[src/rtl/framing_pkg.sv]
// Frame format shared by the 16-bit framer and deframer: 4-bit sync header
// in bits [15:12] followed by a 12-bit payload, transmitted MSB first.
package framing_pkg;

  localparam int FRAME_W   = 16;
  localparam int SYNC_W    = 4;
  localparam int PAYLOAD_W = 12;
  localparam int POS_W     = $clog2(FRAME_W);

  localparam logic [SYNC_W-1:0] SYNC_WORD_DEF = 4'hB;

  typedef enum logic [1:0] {
    ST_SEARCH  = 2'd0,
    ST_CONFIRM = 2'd1,
    ST_LOCKED  = 2'd2
  } state_e;

  function automatic logic [FRAME_W-1:0] make_frame(
    input logic [SYNC_W-1:0]    hdr,
    input logic [PAYLOAD_W-1:0] payload
  );
    return {hdr, payload};
  endfunction

endpackage

[src/rtl/sync_detector.sv]
// Serial-to-parallel shift path, frame position counter and sync comparator
// for the deframer; the top decides when to realign the position counter.
module sync_detector
  import framing_pkg::*;
#(
  parameter logic [SYNC_W-1:0] SYNC_WORD = SYNC_WORD_DEF
) (
  input  logic                 clk,
  input  logic                 rst,
  input  logic                 bit_in,
  input  logic                 bit_valid,
  input  logic                 pos_clr,
  output logic [PAYLOAD_W-1:0] cand_payload,
  output logic                 boundary,
  output logic                 match
);

  // Only 15 bits need storing; the 16th candidate bit is the live input.
  logic [FRAME_W-2:0] sr_q, sr_d;
  logic [POS_W-1:0]   pos_q, pos_d;
  logic [FRAME_W-1:0] cand;

  always_comb begin
    cand  = {sr_q, bit_in};
    sr_d  = sr_q;
    pos_d = pos_q;
    if (bit_valid) begin
      sr_d  = cand[FRAME_W-2:0];
      pos_d = pos_clr ? '0 : pos_q + 1'b1;
    end
    boundary     = bit_valid && (pos_q == POS_W'(FRAME_W - 1));
    match        = (cand[FRAME_W-1 -: SYNC_W] == SYNC_WORD);
    cand_payload = cand[PAYLOAD_W-1:0];
  end

  always_ff @(posedge clk) begin
    if (rst) begin
      sr_q  <= '0;
      pos_q <= '0;
    end else begin
      sr_q  <= sr_d;
      pos_q <= pos_d;
    end
  end

endmodule

[src/rtl/deframer.sv]
// Serial deframer: hunts for the sync header, confirms and locks alignment,
// then emits each payload with a one-cycle strobe. Optional sync-miss
// counter on err_cnt is built when DEFRAMER_ERR_CNT_EN is defined.
module deframer
  import framing_pkg::*;
#(
  parameter logic [SYNC_W-1:0] SYNC_WORD = SYNC_WORD_DEF,
  parameter int                CONFIRM_N = 3,
  parameter int                LOST_N    = 3
) (
  input  logic                 clk,
  input  logic                 rst,
  input  logic                 bit_in,
  input  logic                 bit_valid,
  output logic [PAYLOAD_W-1:0] data_out,
  output logic                 data_valid,
  output logic                 locked
`ifdef DEFRAMER_ERR_CNT_EN
  ,
  output logic [15:0]          err_cnt
`endif
);

  localparam int HIT_W  = $clog2(CONFIRM_N + 1);
  localparam int MISS_W = $clog2(LOST_N + 1);

  function automatic logic [HIT_W-1:0] sat_hit(input logic [HIT_W-1:0] v);
    return (v >= HIT_W'(CONFIRM_N)) ? v : v + 1'b1;
  endfunction

  function automatic logic [MISS_W-1:0] sat_miss(input logic [MISS_W-1:0] v);
    return (v >= MISS_W'(LOST_N)) ? v : v + 1'b1;
  endfunction

  logic [PAYLOAD_W-1:0] cand_payload;
  logic                 boundary;
  logic                 match;
  logic                 pos_clr;

  state_e               state_q, state_d;
  logic [HIT_W-1:0]     hits_q, hits_d, hits_nxt;
  logic [MISS_W-1:0]    misses_q, misses_d, misses_nxt;
  logic                 emit;

  logic [PAYLOAD_W-1:0] data_out_q, data_out_d;
  logic                 data_valid_q, data_valid_d;
  logic                 locked_q, locked_d;

  sync_detector #(
    .SYNC_WORD (SYNC_WORD)
  ) u_sync_detector (
    .clk          (clk),
    .rst          (rst),
    .bit_in       (bit_in),
    .bit_valid    (bit_valid),
    .pos_clr      (pos_clr),
    .cand_payload (cand_payload),
    .boundary     (boundary),
    .match        (match)
  );

  // A fresh detection in SEARCH means the frame just completed, so the next
  // bit starts a new frame.
  assign pos_clr = (state_q == ST_SEARCH) && match;

  always_comb begin
    state_d    = state_q;
    hits_d     = hits_q;
    misses_d   = misses_q;
    emit       = 1'b0;
    hits_nxt   = sat_hit(hits_q);
    misses_nxt = sat_miss(misses_q);
    case (state_q)
      ST_SEARCH: begin
        if (bit_valid && match) begin
          state_d = ST_CONFIRM;
          hits_d  = HIT_W'(1);
        end
      end
      ST_CONFIRM: begin
        if (boundary) begin
          if (match) begin
            hits_d = hits_nxt;
            if (hits_nxt == HIT_W'(CONFIRM_N)) begin
              state_d  = ST_LOCKED;
              misses_d = '0;
              emit     = 1'b1;
            end
          end else begin
            state_d = ST_SEARCH;
            hits_d  = '0;
          end
        end
      end
      ST_LOCKED: begin
        if (boundary) begin
          if (match) begin
            misses_d = '0;
            emit     = 1'b1;
          end else if (misses_nxt >= MISS_W'(LOST_N)) begin
            // Flywheel exhausted: drop lock without emitting this frame.
            state_d  = ST_SEARCH;
            misses_d = '0;
            hits_d   = '0;
          end else begin
            misses_d = misses_nxt;
            emit     = 1'b1;
          end
        end
      end
      default: begin
        state_d  = ST_SEARCH;
        hits_d   = '0;
        misses_d = '0;
      end
    endcase

    data_valid_d = emit;
    data_out_d   = emit ? cand_payload : data_out_q;
    locked_d     = (state_d == ST_LOCKED);
  end

  always_ff @(posedge clk) begin
    if (rst) begin
      state_q      <= ST_SEARCH;
      hits_q       <= '0;
      misses_q     <= '0;
      data_out_q   <= '0;
      data_valid_q <= 1'b0;
      locked_q     <= 1'b0;
    end else begin
      state_q      <= state_d;
      hits_q       <= hits_d;
      misses_q     <= misses_d;
      data_out_q   <= data_out_d;
      data_valid_q <= data_valid_d;
      locked_q     <= locked_d;
    end
  end

  assign data_out   = data_out_q;
  assign data_valid = data_valid_q;
  assign locked     = locked_q;

`ifdef DEFRAMER_ERR_CNT_EN
  function automatic logic [15:0] sat_err(input logic [15:0] v);
    return (v == 16'hFFFF) ? v : v + 16'd1;
  endfunction

  logic [15:0] err_cnt_q, err_cnt_d;
  logic        err_inc;

  always_comb begin
    err_inc   = boundary && !match && (state_q != ST_SEARCH);
    err_cnt_d = err_inc ? sat_err(err_cnt_q) : err_cnt_q;
  end

  always_ff @(posedge clk) begin
    if (rst) begin
      err_cnt_q <= '0;
    end else begin
      err_cnt_q <= err_cnt_d;
    end
  end

  assign err_cnt = err_cnt_q;
`endif

endmodule
[config.mk]
export PLATFORM = sky130hd
export DESIGN_NAME = deframer
export DESIGN_NICKNAME = d
export VERILOG_FILES = /design/src/rtl/framing_pkg.sv /design/src/rtl/sync_detector.sv /design/src/rtl/deframer.sv
export SDC_FILE = /design/constraint.sdc
export NUM_CORES = 1
export LEC_CHECK = 0
export ABC_AREA = 1
export ABC_CLOCK_PERIOD_IN_PS = 1570
export CORE_ASPECT_RATIO = 0.75
export CORE_MARGIN = 5
export CORE_UTILIZATION = 52
export CTS_BUF_LIST = sky130_fd_sc_hd__clkbuf_8
export DETAILED_ROUTE_END_ITERATION = 7
export GPL_TIMING_DRIVEN = 0
export PLACE_DENSITY_LB_ADDON = 0.12
export RECOVER_POWER = 50
export SYNTH_ARGS = -nofsm -noshare
export SYNTH_HDL_FRONTEND = slang
export SYNTH_HIERARCHICAL = 1
export SYNTH_SLANG_ARGS = --single-unit
[constraint.sdc]
create_clock -name clk -period 1.57 [get_ports clk]
set_input_delay 0.314 -clock clk [delete_from_list [all_inputs] [get_ports clk]]
set_output_delay 0.314 -clock clk [all_outputs]
set_load 0.02 [all_outputs]
======== After elaboration in Yosys (flattened, before gate mapping) ========
Index checks and enable logic that the tools add are counted.
Widths: inputs -> output; s select.
word-level totals
  memory bits (writable) .................. 0
  latch bits .............................. 0
  input bits .............................. 4
  flip-flop bits (word level) ............. 39
  bits in read-only memories .............. 0
  memories kept ........................... 0
cells by class
  div/mod/pow operators ................... 0
  multiplexer cells ....................... 32
  order comparisons ....................... 3
  add/sub/neg operators ................... 3
  reductions and logical operators ........ 6
  shifts and indexed selects .............. 0
  bitwise operators ....................... 1
  multipliers ............................. 0
  eq/ne operators ......................... 13
operators with widths
  operator             count
  $mux 2               21
  $pmux 2 s3           3
  $ne 2x2->1 const B   6
  $reduce_and 5->1     2
  $eq 4x4->1 const B   2
  $eq 2x2->1 const B   3
  $ge 2x2->1 const B   3
  $mux 1               6
  $add 2x1->2 const B  2
  $add 4x1->4 const B  1
  $mux 4               1
  $logic_and 1x1->1    3
  $eq 2x1->1 const B   1
  $logic_not 2->1      1
  $ne 2x1->1 const B   1
  $pmux 1 s2           1
  $not 1->1            1

======== Depth between registers and ports, before layout ========
  depth after elaboration ................. 8
  mapped depth ............................ 11

======== Hierarchy ========
The synthesis kept the hierarchy.
by module, submodules not included
  module         area an instance (um^2)  cells an instance  instances  seq. area each (um^2)
  deframer       918.4                    131                1          400.4
  sync_detector  804.5                    107                1          380.4

======== Worst setup path before layout ========
Ideal clock, no wire load.
  path kind ............................... register to register
  start point ............................. register u_sync_detector.pos_q[0]
  end point ............................... register data_out_q[10] (netlist: data_out[10])
  arrival time ............................ 1.382 ns
  cell stages (with the launch flop) ...... 10
  setup slack ............................. 0.072 ns
  library setup time ...................... 0.116 ns
  path buffers ............................ 1
  required time ........................... 1.454 ns
  period minus slack after synthesis ...... 1.498 ns
  cell sequence ........................... dfxtp_1 -> ha_1 -> nand2_1 -> nor2_1 -> nand2_2 -> nor2_2 -> nand2_2 -> buf_6 -> o21ai_0 -> nor2_1
on the way
  cells in the longest elaborated chain, start to end .. 4
RTL lines
  element                           line                            text
  start: declaration                sync_detector.sv:20             logic [POS_W-1:0] pos_q, pos_d;
  start signal: assignment          sync_detector.sv:42             pos_q <= pos_d;
  $eq 4x4->1 *                      sync_detector.sv:31             boundary = bit_valid && (pos_q == POS_W'(FRAME_W - 1));
  $logic_and 1x1->1 *               sync_detector.sv:31
  via boundary                      deframer.sv:36                  logic boundary;
  $mux 1, on equally long branches  deframer.sv:96, deframer.sv:81
  $pmux 1 s2 *                      deframer.sv:73                  case (state_q)
  end signal: assignment            deframer.sv:135                 data_out_q <= data_out_d;
  end: declaration                  deframer.sv:45                  logic [PAYLOAD_W-1:0] data_out_q, data_out_d;
The timed path passes the listed nets; every way through them passes the cells marked *.
A chain may end at the register's enable or synchronous reset.

======== Worst setup path after layout ========
  start point ............................. register data_out_q[5] (netlist: data_out[5])
  end point ............................... output port data_out[5]
RTL lines
  element           line            text
  end: declaration  deframer.sv:15  output logic [PAYLOAD_W-1:0] data_out,
No word-level cell between the ends.

==> flow_summary_export.csv <==
group,metric,value,unit
outcome,status,"finished clean",
finish,multi_input_area,764,um^2
synthesis,synthFlopType,"dfxtp_1",
global_routing,antenna_found_initial,0,
timing,clock.fmax,654,MHz
floorplan,core-area,3240,um^2
detailed_routing,drt-met1-wl,1.76,mm
detailed_routing,met3_length,213,um
clock_network,cts-buffers-inserted,5,
finish,regArea,788,um^2
finish,utilization,62.4,%
worst_setup_path,crit_chain,"clkdlybuf4s50_1",
detailed_routing,routedWlPerCell,11.1,um
floorplan,pin_count,18,
clock_network,insertion_delay,0.29,ns
finish,drive_above_1_share,17.4,%
global_routing,grt_pass1_vias,1236,
floorplan,die_w,76.5,um
detailed_routing,vias,1442,
worst_setup_path,crit_fanout,2,
worst_setup_path,critical_path_class,"reg2out",
floorplan,dieHeight,59.9,um
detailed_routing,drtAntennaViolNets,0,
pwr,p_leak,0.897,nW
synthesis,ys_ff_latch,39,
clock_network,cts_tree,"built",
timing,report.final.slew_viol_count,0,
detailed_routing,drc,0,
timing,worst_pin_slew,0.288,ns
placement,dp_hpwl,2.41,mm
finish,fillers,317,
placement,io_buffer_count,17,
clock_network,cts_num_sinks,39,
synthesis,yosysWarnings,6,
detailed_routing,dr.max_layer_used,"met4",
synthesis,synth_area_leaders,"dfxtp_1 45%, nor2_1 15%, o21ai_0 7.8%, nand2_1 7.0%, buf_4 6.5%",
floorplan,rows,18,
timing,finClkSkew,0.00489,ns
floorplan,start_util,53.1,%
min_path,hold_class,"in2reg",
detailed_routing,drt-initial-drc-count,86,
pwr,max-vdd-ir-drop,0.000613,V
synthesis,synth_edf_count,0,
pwr,power.density,879,nW/um^2
timing,max-slew-margin-rel,80.7,%
worst_setup_path,critPathBufInv,1,
worst_setup_path,cp-start-kind,"flop",
timing,report.final.hold_viol_count,0,
synthesis,async_reset_ff_share,0,%
run,cap_violations,0,
synthesis,ys_seq_area_share,45.3,%
detailed_routing,dr.pass1.iters,5,
synthesis,syn_area,1720,um^2
timing,finalCritPeriodShare,97.4,%
finish,final_nets,274,
detailed_routing,routed_wl,3.38,mm
floorplan,dieArea,4580,um^2
worst_setup_path,required,1.26,ns
clock_network,cts_hold_buf,0,
clock_network,clock_path_buffers,2,
clock_network,cts.clk_slew.worst_paths,0.07,ns
finish,num_antenna_cells,0,
global_routing,grt_max_degree,11,
synthesis,synth_cells,238,
timing,setup_viol,0,
synthesis,synth_top_area_share,45.3,%
timing,timing.final.crit_period,1.53,ns
global_routing,grt.total_usage,15.1,%
detailed_routing,wl_met2,1.36,mm
pwr,power,1.78,mW
synthesis,avgSynthCellArea,7.24,um^2
placement,gp_congestion,0.873,
worst_setup_path,cp_data_arrival_time,1.21,ns
worst_setup_path,cp_slowest_cell,"clkdlybuf4s50_1",
synthesis,yosysUniqueCellTypes,20,
detailed_routing,routed_via_density,4.74,
worst_setup_path,end_kind,"output pin",
worst_setup_path,crit_path_max_incr_delay,0.60,ns
global_routing,grt_pass1_wl,5.40,mm
synthesis,yosysTopAreaCell,"dfxtp_1",
global_routing,overflow,0,
clock_network,cts-root-buf,"clkbuf_8",
synthesis,syn_nets,247,
finish,synthToLayoutAreaGrowth,17.5,%
clock_network,htree_num_levels,2,
worst_setup_path,cp_top_family,"buffers and inverters",
## worst paths after layout
check,start,to,slack [ns],cells after the start
min reg2reg,data_out[6],data_out[6],0.48,2
min,bit_valid,u_sync_detector/pos_q[0],0.40,4
max reg2reg,u_sync_detector/pos_q[1],locked,0.13,11
max,data_out[5],data_out[5],0.04,1
## flip-flops by register name, indices dropped and copies added (netlist names)
signal,count
u_sync_detector/sr_q,15
data_out,12
u_sync_detector/pos_q,4
hits_q,2
misses_q,2
state_q,2
data_valid,1
locked,1
## cells in the final DEF, fill, tap and decap left out, drive strengths merged
master	count
nor3b	1
nand4	2
buf	20
clkbuf	17
dlygate4sd3	1
nand2	34
a21oi	6
clkdlybuf4s50	5
o21ai	30
nand3	9
dfxtp	39
nor3	2
inv	18
ha	5
dlygate4sd2	2
nor2	73
## per-stage QoR
stage	hold WS [ns]	setup TNS (ns)	instances	worst slack [ns]	instance area, um^2
finish	0.400	0	304	0.0413	2020
global route	0.449	-0.00412	304	-0.00304	2020
floorplan	0.383	0	238	0.0721	1720
detailed placement	0.469	-13.88	295	-0.816	1940
CTS	0.485	0	302	0.00530	2030
global placement	0.461	-13.27	295	-0.799	1940
## kinds of logic (layout without fill, tap and decap cells)
kind of cell	count (synthesis)	after routing	share of synthesized area, %
fa+ha+maj	5	5	3.63
simple gates	121	121	28.3
flops	39	39	45.3
buf+inv	37	63	12.3
compound gates	36	36	10.5
## repair_timing
item,4_1_cts,5_1_grt
setup buffers,1,2
endpoints found under the setup margin,22,24
pin swaps,1,2
gates resized for setup,7,25
## layer usage
layer | track usage [%] | vias to the layer above
li1 | - | 790
met1 | 20.3 | 612
met2 | 22.2 | 33
met3 | 6.02 | 7
met4 | 5.24 | 0
met5 | 0 | -
## cell type report
type                       count  area share, %
timing repair buffer          20           6.67
clock inverter                 1          0.185
sequential                    39           38.9
multi-input combinational    162           37.8
buffer                        20           7.42
clock buffer                   5           3.40
inverter                      17           3.15
tap                           40           2.47
## power breakdown
part,leakage [nW],internal (mW),switching (mW)
Combinational,0.536,0.0627,0.0666
Clock,0.0413,0.289,0.318
Sequential,0.320,1.02,0.0235
## synth_stat cells, types with 3 or more instances
library cell	count
dfxtp_1	39
inv_1	14
a21oi_1	6
o21ai_1	3
o21ai_0	27
nand2_1	32
ha_1	5
inv_2	3
buf_4	15
nor2_1	71
nand3_1	9
No activity file was read; power rests on OpenSTA's default activity.
